==> src/rtl/imem_uart_loader_pkg.sv <==
// Shared types and constants for the instruction-memory UART loader and the instruction RAM.
package imem_uart_loader_pkg;

  localparam int unsigned IMEM_DEPTH = 64;
  localparam int unsigned IMEM_AW    = 6;

  typedef enum logic [2:0] {
    StIdle,
    StWaitLen,
    StLoad,
    StCheck,
    StDone,
    StError
  } ld_state_e;

  typedef enum logic [1:0] {
    RxIdle,
    RxStart,
    RxData,
    RxStop
  } rx_state_e;

endpackage

==> src/rtl/imem_uart_loader_uart_rx.sv <==
// 8N1 UART receiver: 2-flop synchronizer, mid-bit sampling, glitch rejection on the start bit.
module imem_uart_loader_uart_rx
  import imem_uart_loader_pkg::*;
#(
  parameter int unsigned CLKS_PER_BIT = 434
) (
  input  logic       clk_i,
  input  logic       rst_ni,
  input  logic       rx_i,
  output logic       byte_valid_o,
  output logic [7:0] data_o,
  output logic       frame_err_o
);

  localparam int unsigned CntW = $clog2(CLKS_PER_BIT);
  localparam logic [CntW-1:0] HalfBit = CntW'(CLKS_PER_BIT / 2 - 1);
  localparam logic [CntW-1:0] FullBit = CntW'(CLKS_PER_BIT - 1);

  rx_state_e       state_q, state_d;
  logic            rx_s1_q, rx_s2_q, rx_s3_q;
  logic [CntW-1:0] cnt_q, cnt_d;
  logic [2:0]      bit_q, bit_d;
  logic [7:0]      shift_q, shift_d;
  logic            valid_q, valid_d;
  logic            ferr_q, ferr_d;

  always_ff @(posedge clk_i or negedge rst_ni) begin
    if (!rst_ni) begin
      rx_s1_q <= 1'b1;
      rx_s2_q <= 1'b1;
      rx_s3_q <= 1'b1;
      state_q <= RxIdle;
      cnt_q   <= '0;
      bit_q   <= '0;
      shift_q <= '0;
      valid_q <= 1'b0;
      ferr_q  <= 1'b0;
    end else begin
      rx_s1_q <= rx_i;
      rx_s2_q <= rx_s1_q;
      rx_s3_q <= rx_s2_q;
      state_q <= state_d;
      cnt_q   <= cnt_d;
      bit_q   <= bit_d;
      shift_q <= shift_d;
      valid_q <= valid_d;
      ferr_q  <= ferr_d;
    end
  end

  always_comb begin
    state_d = state_q;
    cnt_d   = cnt_q + 1'b1;
    bit_d   = bit_q;
    shift_d = shift_q;
    valid_d = 1'b0;
    ferr_d  = 1'b0;
    unique case (state_q)
      RxIdle: begin
        cnt_d = '0;
        // Edge, not level, so a line held low after a framing error does not retrigger.
        if (rx_s3_q && !rx_s2_q) state_d = RxStart;
      end
      RxStart: begin
        if (cnt_q == HalfBit) begin
          cnt_d   = '0;
          bit_d   = '0;
          state_d = rx_s2_q ? RxIdle : RxData;
        end
      end
      RxData: begin
        if (cnt_q == FullBit) begin
          cnt_d   = '0;
          shift_d = {rx_s2_q, shift_q[7:1]};
          bit_d   = bit_q + 1'b1;
          if (bit_q == 3'd7) state_d = RxStop;
        end
      end
      RxStop: begin
        if (cnt_q == FullBit) begin
          cnt_d   = '0;
          state_d = RxIdle;
          valid_d = rx_s2_q;
          ferr_d  = !rx_s2_q;
        end
      end
      default: state_d = RxIdle;
    endcase
  end

  assign byte_valid_o = valid_q;
  assign data_o       = shift_q;
  assign frame_err_o  = ferr_q;

endmodule

==> src/rtl/imem_uart_loader.sv <==
// Fills the instruction RAM from a UART byte stream: length byte, then N little-endian words.
// Define IMEM_LOADER_CHECKSUM_EN to require a trailing mod-256 byte checksum before DONE.
module imem_uart_loader
  import imem_uart_loader_pkg::*;
#(
  parameter int unsigned CLKS_PER_BIT = 434,
  parameter int unsigned DEPTH        = IMEM_DEPTH,
  parameter int unsigned AW           = IMEM_AW
) (
  input  logic          clk_i,
  input  logic          rst_ni,
  input  logic          rx_i,
  input  logic          start_i,
  output logic          busy_o,
  output logic          done_o,
  output logic          err_o,
  output logic          we_o,
  output logic [AW-1:0] wa_o,
  output logic [31:0]   wd_o,
  output logic [AW:0]   words_loaded_o
);

  localparam logic [AW:0] DepthW = (AW + 1)'(DEPTH);
`ifdef IMEM_LOADER_CHECKSUM_EN
  localparam ld_state_e AfterLoad = StCheck;
`else
  localparam ld_state_e AfterLoad = StDone;
`endif

  logic       byte_valid;
  logic [7:0] rx_data;
  logic       frame_err;

  imem_uart_loader_uart_rx #(
    .CLKS_PER_BIT(CLKS_PER_BIT)
  ) u_rx (
    .clk_i       (clk_i),
    .rst_ni      (rst_ni),
    .rx_i        (rx_i),
    .byte_valid_o(byte_valid),
    .data_o      (rx_data),
    .frame_err_o (frame_err)
  );

  ld_state_e     state_q, state_d;
  logic [AW:0]   len_q, len_d;
  logic [AW:0]   cnt_q, cnt_d;
  logic [AW:0]   cnt_inc;
  logic [AW-1:0] wa_q, wa_d;
  logic [23:0]   lane_q, lane_d;
  logic [1:0]    idx_q, idx_d;
  logic          we_q, we_d;
  logic [31:0]   wd_q, wd_d;
`ifdef IMEM_LOADER_CHECKSUM_EN
  logic [7:0]    sum_q, sum_d;

  always_ff @(posedge clk_i or negedge rst_ni) begin
    if (!rst_ni) sum_q <= '0;
    else         sum_q <= sum_d;
  end
`endif

  assign cnt_inc = cnt_q + 1'b1;

  always_ff @(posedge clk_i or negedge rst_ni) begin
    if (!rst_ni) begin
      state_q <= StIdle;
      len_q   <= '0;
      cnt_q   <= '0;
      wa_q    <= '0;
      lane_q  <= '0;
      idx_q   <= '0;
      we_q    <= 1'b0;
      wd_q    <= '0;
    end else begin
      state_q <= state_d;
      len_q   <= len_d;
      cnt_q   <= cnt_d;
      wa_q    <= wa_d;
      lane_q  <= lane_d;
      idx_q   <= idx_d;
      we_q    <= we_d;
      wd_q    <= wd_d;
    end
  end

  always_comb begin
    state_d = state_q;
    len_d   = len_q;
    cnt_d   = cnt_q;
    wa_d    = wa_q;
    lane_d  = lane_q;
    idx_d   = idx_q;
    we_d    = 1'b0;
    wd_d    = wd_q;
`ifdef IMEM_LOADER_CHECKSUM_EN
    sum_d   = sum_q;
`endif
    unique case (state_q)
      StIdle, StDone, StError: begin
        // Bytes arriving here are dropped; start has priority over a same-cycle byte.
        if (start_i) begin
          state_d = StWaitLen;
`ifdef IMEM_LOADER_CHECKSUM_EN
          sum_d   = '0;
`endif
        end
      end
      StWaitLen: begin
        if (frame_err) begin
          state_d = StError;
        end else if (byte_valid) begin
          state_d = StLoad;
          cnt_d   = '0;
          wa_d    = '0;
          idx_d   = '0;
          if (rx_data == 8'd0 || 32'(rx_data) > DEPTH) len_d = DepthW;
          else                                         len_d = (AW + 1)'(rx_data);
        end
      end
      StLoad: begin
        if (frame_err) begin
          state_d = StError;
        end else if (we_q) begin
          // Commit the word just written; wa holds on the last word so it never wraps.
          cnt_d = cnt_inc;
          if (cnt_inc == len_q) state_d = AfterLoad;
          else                  wa_d    = wa_q + 1'b1;
        end else if (byte_valid) begin
`ifdef IMEM_LOADER_CHECKSUM_EN
          sum_d = sum_q + rx_data;
`endif
          if (idx_q == 2'd3) begin
            we_d  = 1'b1;
            wd_d  = {rx_data, lane_q};
            idx_d = '0;
          end else begin
            lane_d = {rx_data, lane_q[23:8]};
            idx_d  = idx_q + 1'b1;
          end
        end
      end
`ifdef IMEM_LOADER_CHECKSUM_EN
      StCheck: begin
        if (frame_err)       state_d = StError;
        else if (byte_valid) state_d = (rx_data == sum_q) ? StDone : StError;
      end
`endif
      default: state_d = StIdle;
    endcase
  end

  assign busy_o         = (state_q == StWaitLen) || (state_q == StLoad);
  assign done_o         = (state_q == StDone);
  assign err_o          = (state_q == StError);
  assign we_o           = we_q;
  assign wa_o           = wa_q;
  assign wd_o           = wd_q;
  assign words_loaded_o = cnt_q;

endmodule

==> config.mk <==
export PLATFORM = sky130hd
export DESIGN_NAME = imem_uart_loader
export DESIGN_NICKNAME = d
export VERILOG_FILES = /design/src/rtl/imem_uart_loader_pkg.sv /design/src/rtl/imem_uart_loader_uart_rx.sv /design/src/rtl/imem_uart_loader.sv
export SDC_FILE = /design/constraint.sdc
export NUM_CORES = 1
export LEC_CHECK = 0
export CAP_MARGIN = 30
export CORE_ASPECT_RATIO = 1.1
export CORE_UTILIZATION = 30
export DETAILED_ROUTE_END_ITERATION = 12
export GPL_ROUTABILITY_DRIVEN = 0
export HOLD_SLACK_MARGIN = 0.03
export PLACE_DENSITY_LB_ADDON = 0.3
export SLEW_MARGIN = 10
export SYNTH_ARGS = -nofsm -noshare
export SYNTH_HDL_FRONTEND = slang
export SYNTH_SLANG_ARGS = --single-unit
==> constraint.sdc <==
create_clock -name clk_i -period 2.6 [get_ports clk_i]
set_input_delay 0.26 -clock clk_i [delete_from_list [all_inputs] [get_ports clk_i]]
set_output_delay 0.26 -clock clk_i [all_outputs]
set_load 0.005 [all_outputs]
==> flow_summary.json <==
{
  "outcome": "completed",
  "cts_tree": "built",
  "place_hpwl_mm": 6.26,
  "r2r_start": "words_loaded_o[0]$_DFFE_PN0P_",
  "grt_usage_pct": 12.2,
  "h-tree-depth": 3,
  "pin_count": 53,
  "antenna_found_initial": 0,
  "ir_drop_v": 0.000292,
  "die_w_um": 122,
  "worstPathRequired_ps": 2840,
  "slew_headroom_pct": 62.8,
  "tns_ps": 0,
  "crit_type": "reg -> reg",
  "ys_ff_latch": 109,
  "layout.area.seq_um2": 2730,
  "start_util_pct": 30.6,
  "crit_chain": "ha_1, and3_4, and3_4, xnor2_1, and4_4, o311a_1, a211o_1",
  "netlist_area_um2": 4780,
  "holdCritPathClass": "in -> reg",
  "intPower_w": 0.00251,
  "clk_root_buffer_cell": "clkbuf_16",
  "antenna_left": 0,
  "r2r-end": "wa_o[5]$_DFFE_PN0P_",
  "hold-worst-slack_ps": 322,
  "syn_avg_cell_area_um2": 12.7,
  "mostFrequentLayoutCells": "dfrtp_1, mux2_2, clkdlybuf4s50_1",
  "hold_depth": 1,
  "cp_top_family": "simple AND/OR/NAND/NOR gates",
  "clkSlewWorstSetupHoldPaths_ps": 70,
  "grt_pass1_wl_mm": 15.6,
  "period_share_pct": 84.5,
  "powerDensity_nw_per_um2": 580,
  "cts_made_buffers": 9,
  "tightest_slew_ps": 553,
  "syn_inst": 377,
  "maxCapViolCount": 0,
  "synth_nets": 389,
  "min_period_ps": 2200,
  "rsz0062_at_grt": "false",
  "drive_above_1_share_pct": 22.6,
  "slew_viol_final": 0,
  "synth-async-reset-ratio_pct": 100,
  "area_growth_pct": 22.0,
  "finClkSkew_ps": 9.91,
  "cp_slowest_stage_delay_ps": 450,
  "swShare_pct": 25.8,
  "routed_wl_mm": 9.13,
  "multi_input_area_um2": 1940,
  "synth_warnings": 0,
  "cts.path.max_buffers": 2,
  "clk_latency_ps": 360,
  "pwr-share-seq_pct": 53.3,
  "setup_viol": 0,
  "row_count": 48,
  "critPathMaxFanout": 12,
  "cp.arrival_ps": 2440,
  "cts.sinks": 109,
  "vias": 3026,
  "grt_max_degree": 46,
  "path_buf_inv": 0,
  "cpMostUsedCell": "and3_4",
  "grt-ovfl-total": 0,
  "reg2reg_depth": 7,
  "route.detailed.drc": 0,
  "min_to": "u_rx.rx_s1_q$_DFF_PN1_",
  "die-area_um2": 16400,
  "final_common_cell": "dfrtp_1",
  "cp_slowest_cell": "dfrtp_1",
  "ys_seq_area_share_pct": 57.2,
  "synth_ff_type": "dfrtp_1",
  "power_leakage_nw": 2.71,
  "grt_pass1_vias": 3085,
  "p_switching_w": 0.000872,
  "hold_viol_final": 0,
  "n_antenna_cell": 0,
  "synth_edf_count": 0,
  "ys_types": 57,
  "vias_per_cell": 4.74,
  "portBuffers": 52,
  "clockPowerShare_pct": 39.2,
  "max_clock_freq_mhz": 455,
  "nets": 447,
  "drt_iter0_markers": 174,
  "core-area_um2": 15600,
  "postCtsSetupRepairBufs": 0,
  "dr.pass1.iters": 6,
  "comb_power_share_pct": 7.5,
  "rrSetupSlack_ps": 400,
  "hp-start": "rx_i",
  "dieHeight_um": 134,
  "wire_per_inst_um": 14.3,
  "fillers": 1538,
  "start_kind": "register",
  "end_kind": "register"
}
timing repair:
action                    CTS  global route
hold endpoints to repair   35             0
resized for setup           0             0
hold buffers                1             0
metrics by stage:
step | power, W | instances | util (%) | area, um^2 | setup WS [ps]
after floorplan | 0.00200 | 377 | - | 4780 | 537
after global placement | 0.00208 | 623 | 35.4 | 5540 | 450
after detailed placement | 0.00209 | 623 | 35.4 | 5540 | 411
after CTS | 0.00343 | 639 | 37.3 | 5830 | 397
after global routing | 0.00354 | 639 | 37.3 | 5830 | 263
final | 0.00338 | 639 | 37.3 | 5830 | 402
cell usage after synthesis, types with 2 or more instances:
| cell type | count | area share (%) |
|---|---|---|
| and3b_1 | 2 | 0.37 |
| dfrtp_1 | 106 | 56 |
| nor3b_1 | 2 | 0.31 |
| a21o_1 | 2 | 0.31 |
| buf_4 | 2 | 0.31 |
| buf_2 | 6 | 0.63 |
| o22ai_1 | 4 | 0.52 |
| a22o_1 | 6 | 1.1 |
| nand2_1 | 24 | 1.9 |
| o31ai_1 | 4 | 0.63 |
| nand4_1 | 3 | 0.39 |
| ha_1 | 8 | 2.1 |
| nor2_1 | 24 | 1.9 |
| xor2_1 | 6 | 1.1 |
| and3_4 | 2 | 0.47 |
| nand3_1 | 9 | 0.94 |
| clkbuf_1 | 3 | 0.24 |
| nand2b_1 | 3 | 0.39 |
| mux2_2 | 64 | 15 |
| mux2i_1 | 3 | 0.63 |
| o21ai_0 | 15 | 1.6 |
| inv_1 | 11 | 0.86 |
| and3_1 | 4 | 0.52 |
| nor2_2 | 2 | 0.26 |
| nor2b_1 | 5 | 0.65 |
| or3_1 | 2 | 0.26 |
| nor3_1 | 5 | 0.52 |
| or4_1 | 2 | 0.31 |
| a21oi_1 | 2 | 0.21 |
| o21ai_1 | 2 | 0.21 |
| o211ai_1 | 3 | 0.47 |
| xnor2_1 | 13 | 2.4 |
| dfstp_2 | 3 | 1.7 |
| a22oi_1 | 2 | 0.31 |
worst reg2reg max path, cell delays in order (launching register included):
cell and delay [ps]:
dfrtp_1 450, ha_1 280, and3_4 210, and3_4 190, xnor2_1 120, and4_4 230
o311a_1 360, a211o_1 260
flip-flops by register name (all words and copies together) (netlist names), named ones only:
name	flops
idx_q	2
lane_q	24
len_q	7
state_q	3
u_rx.bit_q	3
u_rx.byte_valid_o	1
u_rx.cnt_q	9
u_rx.data_o	8
u_rx.frame_err_o	1
u_rx.rx_s1_q	1
u_rx.rx_s2_q	1
u_rx.rx_s3_q	1
u_rx.state_q	1
wa_o	6
wd_o	32
we_o	1
words_loaded_o	7
layer usage:
metal	routed length, um	share of wire (%)	global-route usage, %	vias to the layer above
li1	-	-	-	1461
met1	4120	45	15.7	1502
met2	4530	50	19.1	48
met3	303	3.3	2.59	15
met4	182	2.0	6.30	0
met5	0	0	0	-
power groups by stage:
stage	registers (W)	clock network (W)	logic [W]
final	0.00180	0.00132	0.000255
after global routing	0.00181	0.00144	0.000291
after CTS	0.00180	0.00137	0.000260
after detailed placement	0.00183	0	0.000258
after global placement	0.00183	0	0.000254
after floorplan	0.00180	0	0.000201
area by class of cell:
cell class / count / share of cell area (%)
Sequential cell: 109 / 46.9
Multi-Input combinational cell: 245 / 33.2
Timing Repair Buffer: 59 / 10.0
Tap cell: 200 / 4.29
Clock buffer: 9 / 3.87
Clock inverter: 6 / 0.966
Inverter: 11 / 0.709
how the worst max path moves through the flow:
stage | start | end | slack, ps | depth (start not counted)
after CTS | words_loaded_o[0]$_DFFE_PN0P_ | wa_o[5]$_DFFE_PN0P_ | 400 | 7
after floorplan | words_loaded_o[0]$_DFFE_PN0P_ | wa_o[5]$_DFFE_PN0P_ | 540 | 7
final | words_loaded_o[0]$_DFFE_PN0P_ | wa_o[5]$_DFFE_PN0P_ | 400 | 7
after global routing | words_loaded_o[0]$_DFFE_PN0P_ | wa_o[5]$_DFFE_PN0P_ | 260 | 7
after detailed placement | words_loaded_o[0]$_DFFE_PN0P_ | wa_o[5]$_DFFE_PN0P_ | 410 | 7
after global placement | words_loaded_o[0]$_DFFE_PN0P_ | wa_o[5]$_DFFE_PN0P_ | 450 | 7
cells by family after synthesis:
family	after synthesis	synth area share, %
buffers and inverters	23	2.28
adder cells (fa/ha/maj)	8	2.10
multiplexers	68	16.0
AND/OR/NAND/NOR	102	12.2
flip-flops	109	57.2
XOR/XNOR	19	3.48
AO/OA/AOI/OAI	48	6.81
Note: power is estimated with default switching activity, not from simulation.
